[config.mk]
export PLATFORM = sky130hd
export DESIGN_NAME = dmem_arbiter
export DESIGN_NICKNAME = d
export VERILOG_FILES = /design/src/rtl/dmem_arbiter.sv
export SDC_FILE = /design/constraint.sdc
export NUM_CORES = 1
export LEC_CHECK = 0
export ABC_AREA = 1
export CORE_AREA = 2 2 119 121
export CTS_BUF_LIST = sky130_fd_sc_hd__clkbuf_16
export DETAILED_ROUTE_END_ITERATION = 10
export DIE_AREA = 0 0 121 123
export GPL_TIMING_DRIVEN = 0
export PLACE_DENSITY = 0.73
export SLEW_MARGIN = 15
export SYNTH_ARGS = -nofsm -noshare
export SYNTH_HDL_FRONTEND = slang
export SYNTH_SLANG_ARGS = --single-unit
[constraint.sdc]
create_clock -name clk -period 2.3 [get_ports clk]
set_input_delay 0.46 -clock clk [delete_from_list [all_inputs] [get_ports clk]]
set_output_delay 0.46 -clock clk [all_outputs]
set_load 0.005 [all_outputs]
[src/rtl/dmem_arbiter.sv]
// dmem_arbiter: two-port round-robin arbiter with locked bursts in front of
// the byte-addressed data memory. Misaligned accesses are kept off the memory
// and reported through a registered per-port response one cycle after grant.
module dmem_arbiter #(
  parameter int unsigned WA       = 32,
  parameter int unsigned WD       = 32,
  parameter int unsigned LOCK_MAX = 8
) (
  input  logic          clk,
  input  logic          rst_n,
  input  logic          req0,
  input  logic          req1,
  input  logic          lock0,
  input  logic          lock1,
  input  logic          we0,
  input  logic          we1,
  input  logic [2:0]    funct3_0,
  input  logic [2:0]    funct3_1,
  input  logic [WA-1:0] addr0,
  input  logic [WA-1:0] addr1,
  input  logic [WD-1:0] wdata0,
  input  logic [WD-1:0] wdata1,
  output logic          gnt0,
  output logic          gnt1,
  output logic          rvalid0,
  output logic          rvalid1,
  output logic [WD-1:0] rdata0,
  output logic [WD-1:0] rdata1,
  output logic          err0,
  output logic          err1,
  output logic [WA-1:0] mem_addr,
  output logic          mem_we,
  output logic [2:0]    mem_funct3,
  output logic [WD-1:0] mem_wdata,
  input  logic [WD-1:0] mem_rdata
);

  localparam int unsigned   CW      = $clog2(LOCK_MAX + 1);
  localparam logic [CW-1:0] CNT_MAX = CW'(LOCK_MAX);

  typedef enum logic [1:0] {
    OWN_NONE = 2'd0,
    OWN_P0   = 2'd1,
    OWN_P1   = 2'd2
  } owner_e;

  owner_e        owner_q, owner_d;
  logic [CW-1:0] cnt_q, cnt_d;
  logic          last_q;     // 1: port 1 was granted most recently
  logic          rvalid0_q, rvalid1_q;
  logic          err0_q, err1_q;
  logic [WD-1:0] rdata0_q, rdata1_q;
  logic          mis0, mis1;
  logic          hold0, hold1;

  // Sizes 011/110/111 fall into the default (word) branch.
  function automatic logic misaligned(input logic [2:0] f, input logic [1:0] a);
    logic m;
    case (f[1:0])
      2'b00:   m = 1'b0;
      2'b01:   m = a[0];
      default: m = |a;
    endcase
    return m;
  endfunction

  // Count restarts when ownership changes hands; it only advances while the
  // other port is actually being held off, and saturates at LOCK_MAX.
  function automatic logic [CW-1:0] lock_count(input logic          owned,
                                               input logic [CW-1:0] cnt,
                                               input logic          other_req);
    logic [CW-1:0] c;
    c = owned ? cnt : '0;
    if (other_req && (c != CNT_MAX)) c = c + 1'b1;
    return c;
  endfunction

  assign mis0  = misaligned(funct3_0, addr0[1:0]);
  assign mis1  = misaligned(funct3_1, addr1[1:0]);
  assign hold0 = (owner_q == OWN_P0) && req0 && (cnt_q < CNT_MAX);
  assign hold1 = (owner_q == OWN_P1) && req1 && (cnt_q < CNT_MAX);

  // Grant: unexpired lock owner first, otherwise round-robin on last winner.
  always_comb begin
    gnt0 = 1'b0;
    gnt1 = 1'b0;
    if (rst_n) begin
      if (hold0) begin
        gnt0 = 1'b1;
      end else if (hold1) begin
        gnt1 = 1'b1;
      end else if (req0 && req1) begin
        gnt0 = last_q;
        gnt1 = ~last_q;
      end else begin
        gnt0 = req0;
        gnt1 = req1;
      end
    end
  end

  // Memory-side mux; idle cycles drive zeros and misaligned stores are dropped.
  always_comb begin
    mem_addr   = '0;
    mem_funct3 = '0;
    mem_wdata  = '0;
    mem_we     = 1'b0;
    if (gnt0) begin
      mem_addr   = addr0;
      mem_funct3 = funct3_0;
      mem_wdata  = wdata0;
      mem_we     = we0 & ~mis0;
    end else if (gnt1) begin
      mem_addr   = addr1;
      mem_funct3 = funct3_1;
      mem_wdata  = wdata1;
      mem_we     = we1 & ~mis1;
    end
  end

  // Next lock owner and burst count from this cycle's grant.
  always_comb begin
    owner_d = owner_q;
    cnt_d   = cnt_q;
    if (gnt0) begin
      owner_d = lock0 ? OWN_P0 : OWN_NONE;
      cnt_d   = lock0 ? lock_count(owner_q == OWN_P0, cnt_q, req1) : '0;
    end else if (gnt1) begin
      owner_d = lock1 ? OWN_P1 : OWN_NONE;
      cnt_d   = lock1 ? lock_count(owner_q == OWN_P1, cnt_q, req0) : '0;
    end
  end

  // Arbitration state and registered per-port responses.
  always_ff @(posedge clk or negedge rst_n) begin
    if (!rst_n) begin
      rvalid0_q <= 1'b0;
      rvalid1_q <= 1'b0;
      err0_q    <= 1'b0;
      err1_q    <= 1'b0;
      rdata0_q  <= '0;
      rdata1_q  <= '0;
      last_q    <= 1'b1;
      owner_q   <= OWN_NONE;
      cnt_q     <= '0;
    end else begin
      rvalid0_q <= gnt0;
      rvalid1_q <= gnt1;
      if (gnt0) begin
        rdata0_q <= (!we0 && !mis0) ? mem_rdata : '0;
        err0_q   <= mis0;
      end
      if (gnt1) begin
        rdata1_q <= (!we1 && !mis1) ? mem_rdata : '0;
        err1_q   <= mis1;
      end
      if (gnt0 || gnt1) begin
        last_q  <= gnt1;
        owner_q <= owner_d;
        cnt_q   <= cnt_d;
      end
    end
  end

  assign rvalid0 = rvalid0_q;
  assign rvalid1 = rvalid1_q;
  assign rdata0  = rdata0_q;
  assign rdata1  = rdata1_q;
  assign err0    = err0_q;
  assign err1    = err1_q;

endmodule

==> reports/summary.log <==
[place] Post-DP Area 0.00740 mm²
[critical_path] required time at the endpoint of the critical path 1.84 ns
[route] post-route ant nets 0
[run_status] violations in the final reports negative setup slack
[timing] Setup Skew 0.00993 ns
[timing] Fin Setup TNS -4.94 ns
[global_route] total congestion overflow after global routing 0
[route] DR pass1 iterations 5
[critical_path] Crit Reg-Reg Startpoint owner_q[1]$_DFFE_PN0P_
[yosys] synthesized area divided by synthesized cell count 8.12 µm²
[flow_run] Max Cap Viol 0
[global_route] number of antenna violations at the first check in global routing 6
[timing] final critical delay including setup and external delays 2.50 ns
[critical_path] setup slack of the most critical reg-to-reg path 0.19 ns
[clock_tree] Num Clock Sinks 75
[timing] achievable clock frequency 0.400 GHz
[critical_path] largest fanout on the critical path 8
[yosys] post-synthesis instance total 500
[yosys] register area share after synthesis 0.463
[route] Post-route DRC 0
[power] Cell Int Power 4.06 mW
[yosys] summed instance area of the synthesized netlist 0.00406 mm²
[place] HPWL Detailed 14.4 mm
[power] Total Power Consumption 5.83 mW
[power] Cell Pwr Density 704 mW/mm²
[yosys] synthesized netlist net count 678
[critical_path] cells along the critical path buf_6 -> nor2_4 -> nand3_4 -> nand2_4 -> nand2_4 -> inv_8 -> buf_8 -> buf_8 -> buf_6 -> a22o_1 -> buf_2
[route] average wire per standard cell 18.1 µm
[timing] unrepaired setup endpoints after global routing yes
[timing] final hold viol count 0
[power] peak supply drop 0.000465 V
[global_route] met3 Track Usage GR 0.0992
[route] total via count in the routed design 5114
[place] post-placement setup slack -0.920 ns
[clock_tree] deepest level of the CTS H-tree 3
[yosys] adder-cell share of the synthesized area 0.0123
[clock_tree] TritonCTS clock tree built
[run_status] outcome complete, but fails checks
[critical_path] Reg2Reg Depth 18
[global_route] pin count of the biggest net entering global routing 41
[timing] Rel. slew slack 0.650
[critical_path] arrival time at the worst endpoint 2.04 ns
[global_route] via count of the first global-routing pass 4843
[yosys] count of yosys warnings during synthesis 0
[power] part of the total power dissipated in sequential elements 0.293
[critical_path] Crit Path Category flip-flop to output port
[floorplanning] Die ar. 0.0149 mm²
[floorplanning] floorplan core area 0.0136 mm²
[yosys] Yosys reg bits 75
[yosys] basic-gate share of the synthesized area counting and, or, nand and nor cells 0.208
[final_layout] signed area change from the synthesized netlist to the final layout 104%
[clock_tree] CTS max path bufs 2
[critical_path] FF-to-FF End cnt_q[0]$_DFFE_PN0P_
[power] combinational share of power 0.416
[timing] Worst-Margin Slew 0.524 ns
[global_route] All-Layer GR Usage 0.243
[yosys] post-synthesis share of cell area spent on xor and xnor gates 0
[power] static power due to leakage 3.80 nW
[timing] Final period util 1.09
[global_route] global routing usage on met1 0.307
[floorplanning] initial cell density of the core 0.298
[critical_path] cell at the slowest stage of the critical path dfrtp_1
[yosys] Yosys cell types 24
[route] total wire length after detailed routing 19.3 mm
[yosys] share of synthesized area spent on multiplexers 0
[route] DRC marker count from the first detailed-route iteration 290
[floorplanning] Cell Rows 43
[critical_path] crit path capture type output port
[global_route] first-pass GRT wire length 27.6 mm
[global_route] busiest grt layer met2
[final_layout] final design instance area without fill 0.00828 mm²
[critical_path] kind of cell adding the most delay to the critical path buffers and inverters
[timing] final-report max-slew violation count 0
[critical_path] Bufs and invs on worst path 6
[route] vias per inst 4.80
[clock_tree] clock root buffer clkbuf_16
[global_route] GRT met2 Usage 0.397
[timing] count of endpoints failing setup in the final report 53
[final_layout] share of final-layout standard cells stronger than drive strength 1 0.210
[critical_path] Crit path largest cell delay 0.41 ns
[worst_hold_path] Hold Crit Class input port to asynchronous set/reset pin
[yosys] combinational family with the most area after synthesis compound AO/OA/AOI/OAI gates
[yosys] Compound-Gate Fraction of Synth Area 0.245
[clock_tree] TritonCTS buffer count 9
[place] port buffer count 310
[clock_tree] Clock Pin Slew Worst Setup and Hold Paths 0.07 ns
[final_layout] core utilization of the finished layout 0.608
[power] switching power summed over all nets 1.77 mW
[place] Final Wtd Congestion 0.933
[power] fraction of power spent switching nets 0.303
[clock_tree] clock latency of the later-clocked register in the worst-skew pair 0.33 ns
[critical_path] startpoint class of the critical path flip-flop
[floorplanning] width of the chip 121 µm
[final_layout] fin nets 1055
[floorplanning] height of the chip 123 µm
[power] part of the total power dissipated in the clock network 0.291
[timing] worst path setup slack after routing -0.198 ns
[floorplanning] ports placed on the boundary 312
[cell type report]
| type | count | area, µm² |
|---|---|---|
| well taps | 180 | 225 |
| repair buffers | 369 | 3420 |
| multi-input cells | 363 | 1980 |
| flip-flops and latches | 75 | 1880 |
| fillers | 1227 | 5340 |
| inverters | 26 | 110 |
| plain buffers | 33 | 300 |
| diodes | 3 | 7.51 |
| clock inverters | 7 | 130 |
| clock buffers | 9 | 225 |
[state kept, by name, summed over array words and instances, names as in the netlist, 2 cells and up]
name / flops
rdata1: 32
cnt_q: 4
rdata0: 32
owner_q: 2
[Yosys cell counts]
library cell  instances  area [µm²]
nand2_4               1        11.3
dfstp_2               1        26.3
o211ai_1              2        15.0
nand2_2               1        6.26
nor2_1               18        67.6
ha_1                  4        50.1
o22ai_1               3        18.8
nand2_1             175         657
clkbuf_1             18        67.6
buf_6                 5        56.3
a22o_1               65         569
buf_2                11        55.1
nand3_1              11        55.1
a21boi_1              1        7.51
inv_2                 4        15.0
o21ai_1               1        5.00
dfrtp_1              74        1850
inv_1                22        82.6
nand4_1               2        12.5
a21oi_1               4        20.0
o21ai_0              72         360
nor2_4                2        22.5
buf_4                 2        15.0
nand3_2               1        10.0
[worst register-to-register path: cells and delay by family, from the launching register on]
kind                       cells  cell delay [ns]
adders and majority gates      1             0.19
and+or+nand+nor               11             0.88
DFF                            1             0.41
buffers and inverters          6             0.54
[power groups by stage]
stage	clock network [mW]	logic, mW	registers [mW]
detailed placement	0	2.10	1.73
CTS	1.71	2.35	1.71
floorplan	0	0.710	1.73
global placement	0	2.09	1.73
global route	1.77	2.61	1.74
finish	1.70	2.42	1.71
[kinds of logic after synthesis]
family / after synthesis
and+or+nand+nor: 211
AOI/OAI and AO/OA: 148
DFF: 75
buffers and inverters: 62
adders and majority gates: 4
[per-stage QoR]
step / hold WS [ns] / cells
3_5_place_dp: 0.472 / 991
2_1_floorplan: 0.164 / 500
3_3_place_gp: 0.465 / 990
6_report: 0.0644 / 1065
5_1_grt: 0.0678 / 1063
4_1_cts: 0.0671 / 1044
[worst max path at each step]
stage | to | cells after the start | startpoint | slack (ns)
after global routing | mem_wdata[30] | 11 | last_q$_DFFE_PN1P_ | -0.24
after floorplan | mem_addr[10] | 11 | req1 | 0.31
after CTS | mem_we | 11 | last_q$_DFFE_PN1P_ | -0.17
after detailed placement | mem_addr[0] | 7 | rst_n | -0.92
final | mem_wdata[30] | 11 | owner_q[1]$_DFFE_PN0P_ | -0.20
after global placement | mem_addr[0] | 6 | rst_n | -3.90
[cell usage in the layout (no fill, tap or decap), drive strengths merged]
cell type and count:
buf 126, clkdlybuf4s15 5, nand2 177, bufinv 3, a22o 65, o22ai 3
a21oi 4, o211ai 2, nand3 12, a21boi 1, inv 30, clkbuf 41
dlymetal6s2s 1, dfrtp 74, clkdlybuf4s50 238, ha 4, diode 3, nor2 20
o21ai 73, dfstp 1, nand4 2
[metal layers]
| metal | vias up | share of wire |
|---|---|---|
| li1 | 2460 | - |
| met5 | - | 0.0021 |
| met1 | 2395 | 0.40 |
| met2 | 229 | 0.47 |
| met3 | 24 | 0.11 |
| met4 | 6 | 0.0092 |
[timing repair]
action / 4_1_cts / 5_1_grt
hold buffers: 1 / 0
gates cloned: 4 / 1
pin swaps: 35 / 15
gates resized for setup: 317 / 42
endpoints found under the hold margin: 40 / 0
setup buffers: 32 / 22
setup endpoints to repair: 70 / 96
No activity file was read; power rests on OpenSTA's default activity.
